<file path="config.mk">
export PLATFORM = sky130hd
export DESIGN_NAME = ifid_hazard_ctrl_flat
export DESIGN_NICKNAME = d
export VERILOG_FILES = /design/src/rtl/ifid_ctrl_pkg.sv /design/src/rtl/ifid_hazard_ctrl_if.sv /design/src/rtl/ifid_load_use_cmp.sv /design/src/rtl/ifid_hazard_ctrl.sv /design/src/flat_wrapper.sv
export SDC_FILE = /design/constraint.sdc
export NUM_CORES = 1
export LEC_CHECK = 0
export CAP_MARGIN = 20
export CORE_ASPECT_RATIO = 0.5
export CORE_MARGIN = 2
export CORE_UTILIZATION = 35
export DETAILED_ROUTE_END_ITERATION = 8
export SLEW_MARGIN = 20
export SYNTH_ARGS = -nofsm -noshare
export SYNTH_HDL_FRONTEND = slang
export SYNTH_SLANG_ARGS = --single-unit
</file>
<file path="constraint.sdc">
create_clock -name clk -period 3.1 [get_ports clk]
set_input_delay 0.31 -clock clk [delete_from_list [all_inputs] [get_ports clk]]
set_output_delay 0.31 -clock clk [all_outputs]
set_load 0.03 [all_outputs]
</file>
<file path="src/rtl/ifid_ctrl_pkg.sv">
// rtl/ifid_ctrl_pkg.sv - shared state encoding and width defaults for the IF/ID hazard controller
package ifid_ctrl_pkg;

  localparam int DEF_PC_W   = 8;
  localparam int DEF_REG_AW = 6;
  localparam int DEF_CNT_W  = 16;

  typedef enum logic [1:0] {
    ST_RUN       = 2'd0,
    ST_FLUSH     = 2'd1,
    ST_IMEM_WAIT = 2'd2,
    ST_HALT      = 2'd3
  } ctrl_state_e;

endpackage

</file>
<file path="src/rtl/ifid_hazard_ctrl_if.sv">
// rtl/ifid_hazard_ctrl_if.sv - pipeline-side signals seen by the IF/ID hazard controller
interface ifid_hazard_ctrl_if
  import ifid_ctrl_pkg::*;
#(
  parameter int PC_W   = DEF_PC_W,
  parameter int REG_AW = DEF_REG_AW,
  parameter int CNT_W  = DEF_CNT_W
);
  logic [REG_AW-1:0] id_rs;
  logic [REG_AW-1:0] id_rt;
  logic              id_uses_rs;
  logic              id_uses_rt;
  logic              id_halt;
  logic              ex_mem_read;
  logic [REG_AW-1:0] ex_rd;
  logic              br_taken;
  logic [PC_W-1:0]   br_target;
  logic              imem_ready;
  logic              resume;
  logic              stat_clr;
  logic              pc_write_en;
  logic              pc_sel;
  logic [PC_W-1:0]   pc_target;
  logic              ifid_write_en;
  logic              ifid_flush;
  logic              idex_bubble;
  logic [CNT_W-1:0]  stall_count;
  logic [1:0]        ctrl_state;

  // master = the controller, slave = the pipeline stages around it
  modport master (
    input  id_rs, id_rt, id_uses_rs, id_uses_rt, id_halt, ex_mem_read, ex_rd,
           br_taken, br_target, imem_ready, resume, stat_clr,
    output pc_write_en, pc_sel, pc_target, ifid_write_en, ifid_flush,
           idex_bubble, stall_count, ctrl_state
  );

  modport slave (
    output id_rs, id_rt, id_uses_rs, id_uses_rt, id_halt, ex_mem_read, ex_rd,
           br_taken, br_target, imem_ready, resume, stat_clr,
    input  pc_write_en, pc_sel, pc_target, ifid_write_en, ifid_flush,
           idex_bubble, stall_count, ctrl_state
  );

endinterface

</file>
<file path="src/rtl/ifid_load_use_cmp.sv">
// rtl/ifid_load_use_cmp.sv - combinational load-use hazard detect between EX load and ID sources
module ifid_load_use_cmp
  import ifid_ctrl_pkg::*;
#(
  parameter int REG_AW = DEF_REG_AW
) (
  input  logic              ex_mem_read,
  input  logic [REG_AW-1:0] ex_rd,
  input  logic [REG_AW-1:0] id_rs,
  input  logic [REG_AW-1:0] id_rt,
  input  logic              id_uses_rs,
  input  logic              id_uses_rt,
  output logic              hazard
);

  // r0 is hardwired zero, so a load targeting it never creates a dependency
  assign hazard = ex_mem_read && (ex_rd != '0) &&
                  ((id_uses_rs && (id_rs == ex_rd)) || (id_uses_rt && (id_rt == ex_rd)));

endmodule

</file>
<file path="src/rtl/ifid_hazard_ctrl.sv">
// rtl/ifid_hazard_ctrl.sv - PC / IF/ID advance-hold-flush sequencer with stall statistics
module ifid_hazard_ctrl
  import ifid_ctrl_pkg::*;
#(
  parameter int PC_W         = DEF_PC_W,
  parameter int REG_AW       = DEF_REG_AW,
  parameter int FLUSH_CYCLES = 1,
  parameter int CNT_W        = DEF_CNT_W
) (
  input logic                clk,
  input logic                rst_n,
  ifid_hazard_ctrl_if.master bus
);

  localparam int FC_W = (FLUSH_CYCLES > 1) ? $clog2(FLUSH_CYCLES) : 1;
  localparam logic [FC_W-1:0] FLUSH_RELOAD = FC_W'(FLUSH_CYCLES - 1);
  localparam ctrl_state_e REDIR_NEXT = (FLUSH_CYCLES > 1) ? ST_FLUSH : ST_RUN;

  ctrl_state_e      state_q, state_d;
  logic [FC_W-1:0]  flush_cnt_q, flush_cnt_d;
  logic             pend_valid_q, pend_valid_d;
  logic [PC_W-1:0]  pend_target_q, pend_target_d;
  logic [CNT_W-1:0] stall_count_q;

  logic            hazard, redirect;
  logic            pc_we, pc_sel, ifid_we, ifid_fl, bubble;
  logic [PC_W-1:0] pc_tgt;

  ifid_load_use_cmp #(.REG_AW(REG_AW)) u_cmp (
    .ex_mem_read (bus.ex_mem_read),
    .ex_rd       (bus.ex_rd),
    .id_rs       (bus.id_rs),
    .id_rt       (bus.id_rt),
    .id_uses_rs  (bus.id_uses_rs),
    .id_uses_rt  (bus.id_uses_rt),
    .hazard      (hazard)
  );

  always_comb begin
    state_d       = state_q;
    flush_cnt_d   = flush_cnt_q;
    pend_valid_d  = pend_valid_q;
    pend_target_d = pend_target_q;
    redirect      = 1'b0;
    pc_we         = 1'b0;
    pc_sel        = 1'b0;
    pc_tgt        = bus.br_target;
    ifid_we       = 1'b0;
    ifid_fl       = 1'b0;
    bubble        = 1'b0;
    unique case (state_q)
      ST_RUN: begin
        if (bus.br_taken) begin
          redirect = 1'b1;
        end else if (hazard) begin
          bubble = 1'b1;
        end else if (bus.id_halt) begin
          bubble  = 1'b1;
          state_d = ST_HALT;
        end else if (!bus.imem_ready) begin
          ifid_fl = 1'b1;
          state_d = ST_IMEM_WAIT;
        end else begin
          pc_we   = 1'b1;
          ifid_we = 1'b1;
        end
      end
      ST_FLUSH: begin
        ifid_fl = 1'b1;
        pc_we   = bus.imem_ready;
        if (bus.br_taken) begin
          redirect = 1'b1;
        end else if (bus.imem_ready) begin
          flush_cnt_d = flush_cnt_q - FC_W'(1);
          if (flush_cnt_q == FC_W'(1)) state_d = ST_RUN;
        end
      end
      ST_IMEM_WAIT: begin
        ifid_fl = 1'b1;
        // a branch arriving on the ready cycle is newer than any pending one
        if (bus.imem_ready && (bus.br_taken || pend_valid_q)) begin
          redirect     = 1'b1;
          pend_valid_d = 1'b0;
          if (!bus.br_taken) pc_tgt = pend_target_q;
        end else if (bus.imem_ready) begin
          pc_we   = 1'b1;
          ifid_we = 1'b1;
          ifid_fl = 1'b0;
          state_d = ST_RUN;
        end else if (bus.br_taken) begin
          pend_valid_d  = 1'b1;
          pend_target_d = bus.br_target;
        end
      end
      ST_HALT: begin
        bubble = 1'b1;
        if (bus.br_taken) redirect = 1'b1;
        else if (bus.resume) state_d = ST_RUN;
      end
    endcase
    if (redirect) begin
      pc_we       = 1'b1;
      pc_sel      = 1'b1;
      ifid_fl     = 1'b1;
      bubble      = 1'b1;
      state_d     = REDIR_NEXT;
      flush_cnt_d = FLUSH_RELOAD;
    end
  end

  always_ff @(posedge clk or negedge rst_n) begin
    if (!rst_n) begin
      state_q       <= ST_RUN;
      flush_cnt_q   <= '0;
      pend_valid_q  <= 1'b0;
      pend_target_q <= '0;
      stall_count_q <= '0;
    end else begin
      state_q       <= state_d;
      flush_cnt_q   <= flush_cnt_d;
      pend_valid_q  <= pend_valid_d;
      pend_target_q <= pend_target_d;
      if (bus.stat_clr)
        stall_count_q <= '0;
      else if (!pc_we && (state_q != ST_HALT) && (stall_count_q != '1))
        stall_count_q <= stall_count_q + CNT_W'(1);
    end
  end

  // while in reset the pipeline is held with NOPs in IF/ID and ID/EX
  assign bus.pc_write_en   = rst_n & pc_we;
  assign bus.pc_sel        = rst_n & pc_sel;
  assign bus.ifid_write_en = rst_n & ifid_we;
  assign bus.ifid_flush    = ~rst_n | ifid_fl;
  assign bus.idex_bubble   = ~rst_n | bubble;
  assign bus.pc_target     = pc_tgt;
  assign bus.stall_count   = stall_count_q;
  assign bus.ctrl_state    = state_q;

endmodule

</file>
<file path="src/flat_wrapper.sv">
// flat-port wrapper written by rule: the top's interface ports become plain ports
module ifid_hazard_ctrl_flat import ifid_ctrl_pkg::*;
#(
  parameter int PC_W         = DEF_PC_W,
  parameter int REG_AW       = DEF_REG_AW,
  parameter int FLUSH_CYCLES = 1,
  parameter int CNT_W        = DEF_CNT_W
)
  (clk, rst_n, bus_id_rs, bus_id_rt, bus_id_uses_rs, bus_id_uses_rt, bus_id_halt, bus_ex_mem_read, bus_ex_rd, bus_br_taken, bus_br_target, bus_imem_ready, bus_resume, bus_stat_clr, bus_pc_write_en, bus_pc_sel, bus_pc_target, bus_ifid_write_en, bus_ifid_flush, bus_idex_bubble, bus_stall_count, bus_ctrl_state);
  ifid_hazard_ctrl_if #(.PC_W(PC_W), .REG_AW(REG_AW), .CNT_W(CNT_W)) bus_i ();
  input logic clk;
  input logic rst_n;
  input wire logic [$bits(bus_i.id_rs)-1:0] bus_id_rs;
  input wire logic [$bits(bus_i.id_rt)-1:0] bus_id_rt;
  input wire logic [$bits(bus_i.id_uses_rs)-1:0] bus_id_uses_rs;
  input wire logic [$bits(bus_i.id_uses_rt)-1:0] bus_id_uses_rt;
  input wire logic [$bits(bus_i.id_halt)-1:0] bus_id_halt;
  input wire logic [$bits(bus_i.ex_mem_read)-1:0] bus_ex_mem_read;
  input wire logic [$bits(bus_i.ex_rd)-1:0] bus_ex_rd;
  input wire logic [$bits(bus_i.br_taken)-1:0] bus_br_taken;
  input wire logic [$bits(bus_i.br_target)-1:0] bus_br_target;
  input wire logic [$bits(bus_i.imem_ready)-1:0] bus_imem_ready;
  input wire logic [$bits(bus_i.resume)-1:0] bus_resume;
  input wire logic [$bits(bus_i.stat_clr)-1:0] bus_stat_clr;
  output wire logic [$bits(bus_i.pc_write_en)-1:0] bus_pc_write_en;
  output wire logic [$bits(bus_i.pc_sel)-1:0] bus_pc_sel;
  output wire logic [$bits(bus_i.pc_target)-1:0] bus_pc_target;
  output wire logic [$bits(bus_i.ifid_write_en)-1:0] bus_ifid_write_en;
  output wire logic [$bits(bus_i.ifid_flush)-1:0] bus_ifid_flush;
  output wire logic [$bits(bus_i.idex_bubble)-1:0] bus_idex_bubble;
  output wire logic [$bits(bus_i.stall_count)-1:0] bus_stall_count;
  output wire logic [$bits(bus_i.ctrl_state)-1:0] bus_ctrl_state;
  assign bus_i.id_rs = bus_id_rs;
  assign bus_i.id_rt = bus_id_rt;
  assign bus_i.id_uses_rs = bus_id_uses_rs;
  assign bus_i.id_uses_rt = bus_id_uses_rt;
  assign bus_i.id_halt = bus_id_halt;
  assign bus_i.ex_mem_read = bus_ex_mem_read;
  assign bus_i.ex_rd = bus_ex_rd;
  assign bus_i.br_taken = bus_br_taken;
  assign bus_i.br_target = bus_br_target;
  assign bus_i.imem_ready = bus_imem_ready;
  assign bus_i.resume = bus_resume;
  assign bus_i.stat_clr = bus_stat_clr;
  assign bus_pc_write_en = bus_i.pc_write_en;
  assign bus_pc_sel = bus_i.pc_sel;
  assign bus_pc_target = bus_i.pc_target;
  assign bus_ifid_write_en = bus_i.ifid_write_en;
  assign bus_ifid_flush = bus_i.ifid_flush;
  assign bus_idex_bubble = bus_i.idex_bubble;
  assign bus_stall_count = bus_i.stall_count;
  assign bus_ctrl_state = bus_i.ctrl_state;
  ifid_hazard_ctrl #(.PC_W(PC_W), .REG_AW(REG_AW), .FLUSH_CYCLES(FLUSH_CYCLES), .CNT_W(CNT_W)) u_core (.clk(clk), .rst_n(rst_n), .bus(bus_i));
endmodule
</file>
==> results_dict.tcl <==
set metrics [dict create \
    tritoncts "built" \
    die_area_um2 6200 \
    drc_errors 0 \
    rsz0062_at_grt "no" \
    drive_gt1_share_pct 13.4 \
    die_x_um 109 \
    pre_cts_slack_ps 335 \
    r2r-start "u_core.bus.ctrl_state[1]" \
    worst_pin_slew_ps 679 \
    grt_start_max_net_pins 28 \
    seq_area_frac_synth_pct 36.1 \
    fin_nets 319 \
    multi_input_area_um2 1160 \
    cp-end-kind "primary output" \
    cts.sinks 28 \
    regToRegSetupSlack_ps 480 \
    synth_area_leader_cell "dfrtp_1" \
    period_share_pct 89.4 \
    layout.area.seq_um2 701 \
    min_path_type "input port to asynchronous set/reset pin" \
    max_slew_margin_pct 54.6 \
    cp.required_ps 2790 \
    synth.most_common_cell "dfrtp_1" \
    rows 19 \
    worst-setup-path-type "flip-flop to primary output" \
    maxCapViolations 0 \
    final_cells 349 \
    path_max_fanout 12 \
    start_util_pct 35.8 \
    grt.overflow.total 0 \
    reg2reg_to "u_core.bus.stall_count[10]" \
    hold_violations 0 \
    fillers 525 \
    status "finished, final reports clean" \
    vias 1858 \
    antenna_left 0 \
    cts_hold_buf 0 \
    dr.pass1.iters 4 \
    clk_pin_slew_ps 100 \
    synth_area_um2 1940 \
    synth_area_leaders "dfrtp_1, mux2_2, a21oi_1" \
    clockBufferDepth 2 \
    synth_nets 252 \
    synth_cells 210 \
    design.core.area_um2 5420 \
    via_per_inst 5.32 \
    wl_per_cell_um 14.5 \
    synth_edf_count 0 \
    n_antenna_cell 0 \
    r2r_cells 9 \
    grt_pass1_vias 1796 \
    fin_setup_tns_ps 0 \
    slew_violations 0 \
    finalPower_mw 1.41 \
    fin_crit_ps 2770 \
    fmax_mhz 361 \
    placed_area_um2 2670 \
    cellPowerDensity_nw_per_um2 517 \
    synthArstFlopShare_pct 100 \
    fin_area_um2 2730 \
    cts.repair.resized 0 \
    cts_buffers 3 \
    post-dp-hpwl_mm 3.83 \
    ir_worst_vdd_mv 0.202 \
    port_buffers 66 \
    pin_count 67 \
    setup_viol 0 \
    leakagePower_nw 1.04 \
    area.growth.synth_to_final_pct 40.8 \
    crit_arrival_ps 2460 \
    synth_ff_type "dfrtp_1" \
    fp.dieH_um 56.7 \
    fin_skew_ps 2.77 \
    synth_warnings 0 \
    synthDominantCellAreaShare_pct 36.1 \
    grt_usage_pct 16.1 \
    synth-seq-cells 28 \
    cts_setup_buffers 0 \
    h-tree-depth 1 \
    detail_route.iter0.violations 59 \
    cts_root_buffer "clkbuf_8" \
    antenna_found_initial 0 \
    utilization_pct 50.4 \
    whs_ps 264 \
    gp_congestion 0.814 \
    ys_top_cells_by_count "dfrtp_1, a21oi_1, mux2_2" \
    dp_cells 344 \
    setup_ws_ps 328 \
    drt-total-wl_mm 5.06 \
    grt_pass1_wl_mm 7.98 \
    crit_path_start_kind "flip-flop" \
    ys_types 44 \
    clock_latency_ps 280 \
    syn_avg_cell_area_um2 9.25 \
]
[state kept, by name, indices dropped and copies added (netlist names)]
name / count
u_core.pend_valid_q: 1
u_core.flush_cnt_q: 1
u_core.bus.stall_count: 16
u_core.bus.ctrl_state: 2
u_core.pend_target_q: 8
[cells in the final DEF (no fill, tap or decap), types with 2 or more instances in the layout]
cell type,netlist,final
a21oi_1,23,23
and3_1,4,4
buf_4,0,12
clkbuf_8,0,4
clkdlybuf4s50_1,0,62
dfrtp_1,28,28
ha_1,6,6
inv_1,5,5
mux2_1,2,2
mux2_2,16,16
nand2_1,14,14
nand2b_1,2,2
nand3_1,13,13
nand4_1,7,7
nor2_1,6,6
nor2b_1,6,6
nor4_1,3,3
o2111ai_1,2,2
o21ai_0,6,6
o31a_1,2,2
o31ai_1,10,10
or4_1,12,12
xnor2_1,12,12
[worst max-delay path: stages, from the launching register on]
cell and delay, ps:
dfrtp_1 470, inv_1 110, ha_1 360, nand4_1 140, buf_4 190, mux2_2 230, clkdlybuf4s50_1 680
[how the worst max path moves through the flow]
stage | start | endpoint | slack [ps] | cells after the start
2_1_floorplan | u_core.bus.ctrl_state[1] | u_core.bus.stall_count[11] | 730 | 9
3_3_place_gp | bus_ex_rd[4] | bus_idex_bubble | 380 | 8
4_1_cts | u_core.bus.ctrl_state[0] | bus_pc_target[6] | 90 | 5
5_1_grt | bus_ex_rd[0] | bus_idex_bubble | 190 | 8
6_report | u_core.bus.ctrl_state[0] | bus_pc_target[6] | 330 | 6
3_5_place_dp | bus_ex_rd[5] | bus_idex_bubble | 340 | 8
[layer usage]
metal  wire length, µm  vias up  track usage (%)
li1                  -      926                -
met3               311        2             3.83
met1              2390      887             20.0
met4                14        0             3.25
met5                 0        -                0
met2              2350       43             28.5
[logic make-up (layout without fill, tap and decap cells)]
group,Yosys count,after routing,synth area share (%)
flip-flops,28,28,36.1
XOR/XNOR,13,13,5.86
multiplexers,18,18,10.4
buffers and inverters,17,83,4.32
AND/OR/NAND/NOR,75,75,22.2
adder cells (fa/ha/maj),6,6,3.87
AO/OA/AOI/OAI,53,53,17.3
[report_power, final]
| group | switching, mW | internal (mW) | leakage, nW | total, mW |
|---|---|---|---|---|
| logic | 0.364 | 0.297 | 0.642 | 0.661 |
| clock network | 0.119 | 0.114 | 0.0288 | 0.233 |
| registers | 0.0757 | 0.445 | 0.370 | 0.520 |
[layout make-up]
| class | instances | area share, % |
|---|---|---|
| clock buffer | 4 | 2.01 |
| timing repair buffer | 74 | 26.0 |
| tap | 73 | 3.34 |
| sequential | 28 | 25.6 |
| inverter | 5 | 0.686 |
| multi-input combinational | 165 | 42.3 |
Power figures use the tool's default switching activity.
